### src/rtl/key_event_decoder.sv
//------------------------------------------------------------------------------
// key_event_decoder
//
// Classifies debounced key activity into short-press, long-press, double-click
// and optional auto-repeat events for the front-panel menu logic. The block
// consumes the key_flag/key_state pair from the debounce filter. All timing
// derives from an internal 1 ms tick.
//
// Parameters:
//   TICK_DIV   clocks per 1 ms tick (1..65536)
//   LONG_MS    hold time in ms that qualifies a long press (2..65535)
//   DCLICK_MS  max release-to-second-press gap in ms for a double click (2..65535)
//   REPEAT_MS  auto-repeat period in ms while held after a long press (2..65535)
//
// Ports:
//   Clk           in   system clock
//   Rst_n         in   asynchronous active-low reset
//   key_flag      in   one-cycle strobe: a debounced edge occurred
//   key_state     in   debounced level, valid with key_flag (0 pressed, 1 released)
//   short_press   out  one-cycle pulse: single click completed
//   long_press    out  one-cycle pulse: hold reached LONG_MS
//   double_click  out  one-cycle pulse: second press within DCLICK_MS
//   key_repeat    out  one-cycle pulse every REPEAT_MS during a long hold
//   pressing      out  level: key is in a pressed/held state
//
// Build option:
//   KEY_REPEAT_EN  when defined, HELD issues key_repeat every REPEAT_MS.
//                  When undefined, key_repeat is tied low, the repeat timer
//                  is removed and HELD waits only for release.
//
// Output timing: decisions are taken on the edge that updates the state
// register; every output is registered once more from there, so pulses and
// pressing appear one clock after the state change.
//------------------------------------------------------------------------------
module key_event_decoder #(
  parameter int unsigned TICK_DIV  = 50_000,
  parameter int unsigned LONG_MS   = 1000,
  parameter int unsigned DCLICK_MS = 300,
  parameter int unsigned REPEAT_MS = 200
) (
  input  logic Clk,
  input  logic Rst_n,
  input  logic key_flag,
  input  logic key_state,
  output logic short_press,
  output logic long_press,
  output logic double_click,
  output logic key_repeat,
  output logic pressing
);

  // Terminal counts for the prescaler and the per-state timeouts.
  localparam logic [15:0] TickLast   = 16'(TICK_DIV - 1);
  localparam logic [15:0] LongLast   = 16'(LONG_MS - 1);
  localparam logic [15:0] DclickLast = 16'(DCLICK_MS - 1);
`ifdef KEY_REPEAT_EN
  localparam logic [15:0] RepeatLast = 16'(REPEAT_MS - 1);
`endif

  // One-hot state encoding; any other code is treated as illegal.
  typedef enum logic [4:0] {
    IDLE     = 5'b00001,
    PRESSED  = 5'b00010,
    WAIT2    = 5'b00100,
    PRESSED2 = 5'b01000,
    HELD     = 5'b10000
  } state_e;

  state_e      state_q, state_d;
  logic [15:0] prescaler_q, prescaler_d;
  logic [15:0] msCnt_q, msCnt_d;

  logic        shortEvt_q, shortEvt_d;
  logic        longEvt_q, longEvt_d;
  logic        dclickEvt_q, dclickEvt_d;
`ifdef KEY_REPEAT_EN
  logic        repeatEvt_q, repeatEvt_d;
`endif

  logic        pressEvt;
  logic        releaseEvt;
  logic        tick;
  logic        clearTimer;
  logic        timerRun;
  logic        toLong;
  logic        toDclick;
`ifdef KEY_REPEAT_EN
  logic        toRepeat;
`endif

  // Debounced edge decode: key_state is only meaningful alongside key_flag.
  assign pressEvt   = key_flag & ~key_state;
  assign releaseEvt = key_flag &  key_state;

  // The ms counter holds N-1 during the last tick period of an N ms window,
  // so a timeout lands exactly N*TICK_DIV clocks after state entry.
  assign tick     = (prescaler_q == TickLast);
  assign toLong   = tick && (msCnt_q == LongLast);
  assign toDclick = tick && (msCnt_q == DclickLast);
`ifdef KEY_REPEAT_EN
  assign toRepeat = tick && (msCnt_q == RepeatLast);
`endif

  // IDLE never times out; without auto-repeat neither does HELD, so the
  // timebase is parked at zero there.
`ifdef KEY_REPEAT_EN
  assign timerRun = (state_q != IDLE);
`else
  assign timerRun = (state_q != IDLE) && (state_q != HELD);
`endif

  // Next-state and event decision. Key events are tested before timeouts so
  // a coincident timeout is dropped. Every transition restarts the timebase.
  always_comb begin
    state_d     = state_q;
    clearTimer  = 1'b0;
    shortEvt_d  = 1'b0;
    longEvt_d   = 1'b0;
    dclickEvt_d = 1'b0;
`ifdef KEY_REPEAT_EN
    repeatEvt_d = 1'b0;
`endif
    case (state_q)
      IDLE: begin
        if (pressEvt) begin
          state_d    = PRESSED;
          clearTimer = 1'b1;
        end
      end
      PRESSED: begin
        if (releaseEvt) begin
          state_d    = WAIT2;
          clearTimer = 1'b1;
        end else if (toLong) begin
          longEvt_d  = 1'b1;
          state_d    = HELD;
          clearTimer = 1'b1;
        end
      end
      WAIT2: begin
        if (pressEvt) begin
          state_d    = PRESSED2;
          clearTimer = 1'b1;
        end else if (toDclick) begin
          shortEvt_d = 1'b1;
          state_d    = IDLE;
          clearTimer = 1'b1;
        end
      end
      PRESSED2: begin
        // A long second press still counts as a double click, never a long press.
        if (releaseEvt) begin
          dclickEvt_d = 1'b1;
          state_d     = IDLE;
          clearTimer  = 1'b1;
        end else if (toLong) begin
          dclickEvt_d = 1'b1;
          state_d     = HELD;
          clearTimer  = 1'b1;
        end
      end
      HELD: begin
        if (releaseEvt) begin
          state_d    = IDLE;
          clearTimer = 1'b1;
        end
`ifdef KEY_REPEAT_EN
        else if (toRepeat) begin
          repeatEvt_d = 1'b1;
          clearTimer  = 1'b1;
        end
`endif
      end
      default: begin
        state_d    = IDLE;
        clearTimer = 1'b1;
      end
    endcase
  end

  // Prescaler and ms counter: restart on transitions, advance otherwise.
  // The assertion flags out-of-range configurations in simulation.
  always_comb begin
    assert (TICK_DIV >= 1 && TICK_DIV <= 65536 &&
            LONG_MS >= 2 && LONG_MS <= 65535 &&
            DCLICK_MS >= 2 && DCLICK_MS <= 65535 &&
            REPEAT_MS >= 2 && REPEAT_MS <= 65535);
    prescaler_d = prescaler_q;
    msCnt_d     = msCnt_q;
    if (clearTimer || !timerRun) begin
      prescaler_d = '0;
      msCnt_d     = '0;
    end else if (tick) begin
      prescaler_d = '0;
      msCnt_d     = msCnt_q + 16'd1;
    end else begin
      prescaler_d = prescaler_q + 16'd1;
    end
  end

  // State, timebase and event decision registers.
  always_ff @(posedge Clk or negedge Rst_n) begin
    if (!Rst_n) begin
      state_q     <= IDLE;
      prescaler_q <= '0;
      msCnt_q     <= '0;
      shortEvt_q  <= 1'b0;
      longEvt_q   <= 1'b0;
      dclickEvt_q <= 1'b0;
    end else begin
      state_q     <= state_d;
      prescaler_q <= prescaler_d;
      msCnt_q     <= msCnt_d;
      shortEvt_q  <= shortEvt_d;
      longEvt_q   <= longEvt_d;
      dclickEvt_q <= dclickEvt_d;
    end
  end

  // Output stage: pulses and pressing follow the state register by one clock.
  always_ff @(posedge Clk or negedge Rst_n) begin
    if (!Rst_n) begin
      short_press  <= 1'b0;
      long_press   <= 1'b0;
      double_click <= 1'b0;
      pressing     <= 1'b0;
    end else begin
      short_press  <= shortEvt_q;
      long_press   <= longEvt_q;
      double_click <= dclickEvt_q;
      pressing     <= (state_q == PRESSED) || (state_q == PRESSED2) ||
                      (state_q == HELD);
    end
  end

`ifdef KEY_REPEAT_EN
  // Auto-repeat decision and output registers.
  always_ff @(posedge Clk or negedge Rst_n) begin
    if (!Rst_n) begin
      repeatEvt_q <= 1'b0;
      key_repeat  <= 1'b0;
    end else begin
      repeatEvt_q <= repeatEvt_d;
      key_repeat  <= repeatEvt_q;
    end
  end
`else
  assign key_repeat = 1'b0;
`endif

endmodule

### config.mk
export PLATFORM = sky130hd
export DESIGN_NAME = key_event_decoder
export DESIGN_NICKNAME = d
export VERILOG_FILES = /design/src/rtl/key_event_decoder.sv
export SDC_FILE = /design/constraint.sdc
export NUM_CORES = 1
export LEC_CHECK = 0
export BUFFER_PORTS_ARGS = -buffer_cell sky130_fd_sc_hd__buf_2
export CAP_MARGIN = 10
export CELL_PAD_IN_SITES_DETAIL_PLACEMENT = 2
export CELL_PAD_IN_SITES_GLOBAL_PLACEMENT = 2
export CORE_MARGIN = 10
export CORE_UTILIZATION = 43
export DETAILED_ROUTE_END_ITERATION = 6
export PLACE_DENSITY = 0.89
export SLEW_MARGIN = 20
export SYNTH_ARGS = -nofsm -noshare
export SYNTH_HDL_FRONTEND = slang
export SYNTH_SLANG_ARGS = --single-unit
### constraint.sdc
create_clock -name Clk -period 4.61 [get_ports Clk]
set_input_delay 0.6915 -clock Clk [delete_from_list [all_inputs] [get_ports Clk]]
set_output_delay 0.6915 -clock Clk [all_outputs]
set_load 0.005 [all_outputs]
======== After elaboration in Yosys (flattened, before gate mapping) ========
Index checks and enable logic that the tools add are counted.
word-level totals
  output and inout bits ................... 5
  register bits after elaboration ......... 44
  word-level logic and storage cells ...... 62
  input port bits ......................... 4
operators by class
  multiplexer cells ....................... 24
  equality and inequality tests ........... 13
  bitwise operators ....................... 3
  reductions and logical operators ........ 10
  add/subtract/negate cells ............... 2
operator list
  cell                                                    count
  2-to-1 mux 16 bit                                       4
  2-to-1 mux 5 bit                                        7
  adder 16 x 1 -> 16 bit (second input constant)          2
  one-hot mux 5 bit (5 select lines)                      1
  equality test 16 x 10 -> 1 bit (second input constant)  1
  equality test 16 bit (second input constant)            1
  equality test 16 x 9 -> 1 bit (second input constant)   1
  2-to-1 mux 1 bit                                        11
  equality test 5 x 1 -> 1 bit (second input constant)    1
  equality test 5 x 2 -> 1 bit (second input constant)    1
  equality test 5 x 3 -> 1 bit (second input constant)    1
  equality test 5 x 4 -> 1 bit (second input constant)    1
  equality test 5 bit (second input constant)             1
  != test 5 x 1 -> 1 bit (second input constant)          1
  != test 5 bit (second input constant)                   1
  != test 2 bit (second input constant)                   2
  one-hot mux 1 bit (4 select lines)                      1
  logical AND 1 bit                                       3
  logical OR 1 bit                                        3
  != test 3 bit (second input constant)                   1
  AND reduction 3 bit                                     1
  bitwise AND 1 bit                                       2
  nonzero test 2 bit                                      1
  OR reduction 2 bit                                      1
  2 further kinds                                         2

======== Longest topological paths before layout ========
  depth in word-level cells ............... 7
  gate-level depth with buffers ........... 7
  gate-level depth less buffers ........... 6

======== Least setup slack after synthesis ========
Ideal clock, no wire load.
  kind .................................... reg-to-reg
  from .................................... register prescaler_q[7]
  to ...................................... register msCnt_q[11]
  path buffers ............................ 1
  arrival ................................. 2223 ps
  data required time ...................... 4471 ps
  library setup time ...................... 139 ps
  slack ................................... 2249 ps
  stages on the path, launching flop included .. 7
  clock period less this slack ............ 2361 ps
  cells stage by stage .................... dfrtp_1 > or4b_4 > nor4_2 > a31oi_1 > o22ai_4 > buf_6 > nor3_1
on the way
  word-level cells in the longest chain between the ends .. 7
  elaborated cells between the ends (all ways) .. 11
  those cells by class .................... eq/ne (1); mux (6); reduce/logical (4)
ends and longest elaborated chain
  element                                                  RTL line       RTL
  start, declared                                          70             logic [15:0] prescaler_q, prescaler_d;
  start signal, assigned                                   212            prescaler_q <= prescaler_d;
  equality test 16 bit (*)                                 97             assign tick = (prescaler_q == TickLast);
  logical AND 1 bit (on tied branches)                     98, 99
  2-to-1 mux 1 bit (on tied branches)                      134, 156, 144
  2-to-1 mux 1 bit (on tied branches)                      152, 141
  one-hot mux 1 bit (4 select lines)                       123            case (state_q)
  logical OR 1 bit                                         190            if (clearTimer || !timerRun) begin
  2-to-1 mux 16 bit or nonzero test 2 bit (tied branches)  --
  end signal, assigned                                     213            msCnt_q <= msCnt_d;
  end, declared                                            71             logic [15:0] msCnt_q, msCnt_d;
Mark *: on every way between the ends. The rest lies on a longest branch, timed or not.
A chain may end at the register's enable or synchronous reset.

======== Worst setup path after layout ========
  from .................................... register prescaler_q[13]
  to ...................................... register prescaler_q[8]
on the way
  word-level cells in the longest chain between the ends .. 7
  elaborated cells between the ends (all ways) .. 11
  those cells by class .................... eq/ne (1); mux (7); reduce/logical (3)
ends and longest elaborated chain
  element                               RTL line
  equality test 16 bit (*)              97
  logical AND 1 bit (on tied branches)  98, 99
  2-to-1 mux 1 bit (on tied branches)   134, 156, 144
  2-to-1 mux 1 bit (on tied branches)   152, 141
  one-hot mux 1 bit (4 select lines)    123
  logical OR 1 bit                      190
  2-to-1 mux 16 bit (*)                 190
  via prescaler_d[8]                    70
Mark *: on every way through the listed nets, which the timed path passes. The rest lies on a longest branch.

==> flow_summary_export.csv <==
group,metric,value,unit
placed_design,post-dp-hpwl,4600,um
yosys,synth_top_area_cell,"dfrtp_1",
sta,rsz0062_at_grt,"false",
placed_design,place.port_buffers,7,
critical_path,critical-path-max-stage-delay,0.88,ns
detailed_routing,drc,0,
sta,hold_viol,0,
clocking,ctsResizeCount,0,
clocking,clock_path_buffers,2,
finish,final_common_cell,"dfrtp_1",
critical_path,worst_setup_path_start_kind,"register",
min_path,hold_start,"dclickEvt_q",
sta,worst_slew_margin_rel,0.317,
clocking,post_cts_buffers,0,
die,io_pins,9,
yosys,synth_cell_types,47,
critical_path,r2r_cells,5,
clocking,clk_pin_slew,0.08,ns
critical_path,worstPathMaxFanout,13,
detailed_routing,wl_met1,2800,um
finish,mostFrequentLayoutCells,"dfrtp_1 (43), nor2_1 (27), nor3_1 (25), xnor2_1 (18), nand2_1 (17)",
finish,finish.utilization,0.486,
critical_path,r2r-end,"prescaler_q[8]",
sta,fmax,316,MHz
clocking,holdBufCountCts,0,
sta,worst_pin_slew,1.02,ns
clocking,cts_root_buf,"clkbuf_8",
critical_path,path_cells,"or4bb_1 -> nor4_1 -> a41oi_1 -> o21ai_1 -> nor2_1",
yosys,async_reset_ff_frac,1.00,
global_routing,overflow,0,
global_routing,antenna_found_initial,0,
yosys,yosysSeqAreaShare,0.466,
global_routing,gr-usage-all-layers,0.157,
min_path,hold_end,"double_click",
sta,setup_ws,1.44,ns
critical_path,critPathKind,"reg2reg",
die,dieArea,8860,um^2
critical_path,startpoint,"prescaler_q[13]",
die,dieWidth,94.1,um
critical_path,required,4.74,ns
detailed_routing,top_layer,"met4",
die,initial_utilization,0.454,
clocking,insertion_delay,0.29,ns
yosys,syn-num-nets,248,
detailed_routing,postRouteAntennaNets,0,
finish,fillers,578,
power_and_ir_drop,peakVddDrop,115,uV
min_path,hold_path.class,"reg2reg",
power_and_ir_drop,p_leak,0.933,nW
sta,min_period_over_period,0.687,
finish,drive_above_1_share,0.112,
finish,nets,254,
detailed_routing,routed_wirelength,6360,um
critical_path,cp_top_family,"simple AND/OR/NAND/NOR gates",
placed_design,dp.cells,311,
finish,antenna_cells,0,
power_and_ir_drop,p_per_area,274,nW/um^2
detailed_routing,vias,1853,
yosys,netlist_area,2360,um^2
finish,area_growth,7.09,%
detailed_routing,drt_iter0_drc,63,
sta,finalClockSkew,0.00713,ns
clocking,cts_tree,"built",
critical_path,path_buf_inv,0,
critical_path,cp.arrival,3.30,ns
clocking,cts_buffers,5,
detailed_routing,wl_met3,197,um
detailed_routing,wl_met2,3310,um
detailed_routing,routedWlPerCell,19.9,um
global_routing,grt_pass1_wl,11100,um
yosys,yosysTopAreaCellShare,0.455,
yosys,synth_area_leaders,"dfrtp_1 (46%), xnor2_1 (6.7%), nor3_1 (5.3%)",
critical_path,r2r_setup_slack,1.44,ns
clocking,htree_levels,2,
yosys,syn_avg_cell_area,9.77,um^2
placed_design,dp_slack,1.55,ns
critical_path,r2r-start,"prescaler_q[13]",
global_routing,grt_max_degree,45,
sta,period_needed,3.17,ns
detailed_routing,drt_pass1_iterations,4,
die,fp.coreArea,5200,um^2
clocking,numClockSinks,44,
job,maxCapViolations,0,
sta,whs,0.352,ns
finish,fin_cells,319,
sta,setup_viol,0,
sta,slew_viol_final,0,
yosys,synth_edf_count,0,
critical_path,worst_path_max_delay_cell,"o21ai_1",
min_path,whs_path_depth,0,
yosys,ys_ff_latch,44,
die,die_height,94.1,um
global_routing,grt_pass1_vias,2154,
yosys,synthFlopType,"dfrtp_1",
status,status,"finished clean",
yosys,synth_warnings,0,
placed_design,gp_congestion,0.824,
sta,tns,0,ns
detailed_routing,post_drt_via_cell_ratio,5.81,
die,rows,26,
yosys,syn_inst,242,
critical_path,crit_path_end_kind,"register",
[worst reg2reg max path, stage by stage, from the launching register on]
cell and delay [ns]:
dfrtp_1 0.45, or4bb_1 0.59, nor4_1 0.56, a41oi_1 0.37, o21ai_1 0.88, nor2_1 0.16
[cell usage after synthesis (3+ instances only)]
master and instances:
nor2b_1 4, nand4b_1 3, nor4_1 8, nand2_1 17, nand4_1 10, inv_1 7, xnor2_1 18, dfrtp_1 43
o21ai_0 3, nor3_2 3, nand3_1 11, and3_1 3, nor2_1 27, xor2_1 12, nor3_1 25, nor4_2 4
clkbuf_1 6
[per-stage QoR]
step | instance area [um^2] | power, W
after floorplan | 2360 | 0.000447
after detailed placement | 2450 | 0.000471
after global placement | 2450 | 0.000467
after global routing | 2530 | 0.000723
after CTS | 2530 | 0.000701
final | 2530 | 0.000694
[logic make-up (layout without fill, tap and decap cells)]
group,after synthesis,in the layout,synth area share
adder cells (fa/ha/maj),2,2,0.0106
AND/OR/NAND/NOR,133,133,0.325
multiplexers,1,1,0.00424
XOR/XNOR,30,30,0.111
other,1,1,0.00159
AO/OA/AOI/OAI,14,14,0.0455
flip-flops,44,44,0.466
buffers and inverters,17,24,0.0355
[metal layers]
metal,global-route usage,vias up
li1,-,869
met2,0.273,17
met4,0.0443,0
met1,0.189,962
met3,0.0360,5
met5,0,-
[layout make-up]
class / instances / area, um^2 / share of cell area
well taps: 70 / 87.6 / 0.0346
clock buffers: 8 / 80.1 / 0.0316
inverters: 7 / 26.3 / 0.0104
flip-flops and latches: 44 / 1100 / 0.435
multi-input cells: 181 / 1180 / 0.468
repair buffers: 9 / 50.0 / 0.0198
[power by group]
part	internal (W)	leakage (nW)	total, W	switching, W
clock	0.000108	0.0395	0.000231	0.000123
combinational	0.0000178	0.283	0.0000565	0.0000387
sequential	0.000393	0.610	0.000406	0.0000129
total	0.000519	0.933	0.000694	0.000175
[worst max path at each step]
stage                            endpoint  cells after the start
after floorplan               msCnt_q[11]                      6
after global placement    prescaler_q[11]                      5
after detailed placement  prescaler_q[15]                      5
after CTS                  prescaler_q[8]                      5
after global routing      prescaler_q[12]                      5
final                      prescaler_q[8]                      5
[flip-flops by register name, indices dropped and copies added, names as in the netlist]
signal        cells
long_press        1
pressing          1
prescaler_q      16
short_press       1
msCnt_q          16
shortEvt_q        1
dclickEvt_q       1
longEvt_q         1
double_click      1
state_q           5
(Power assumes the default switching activity.)
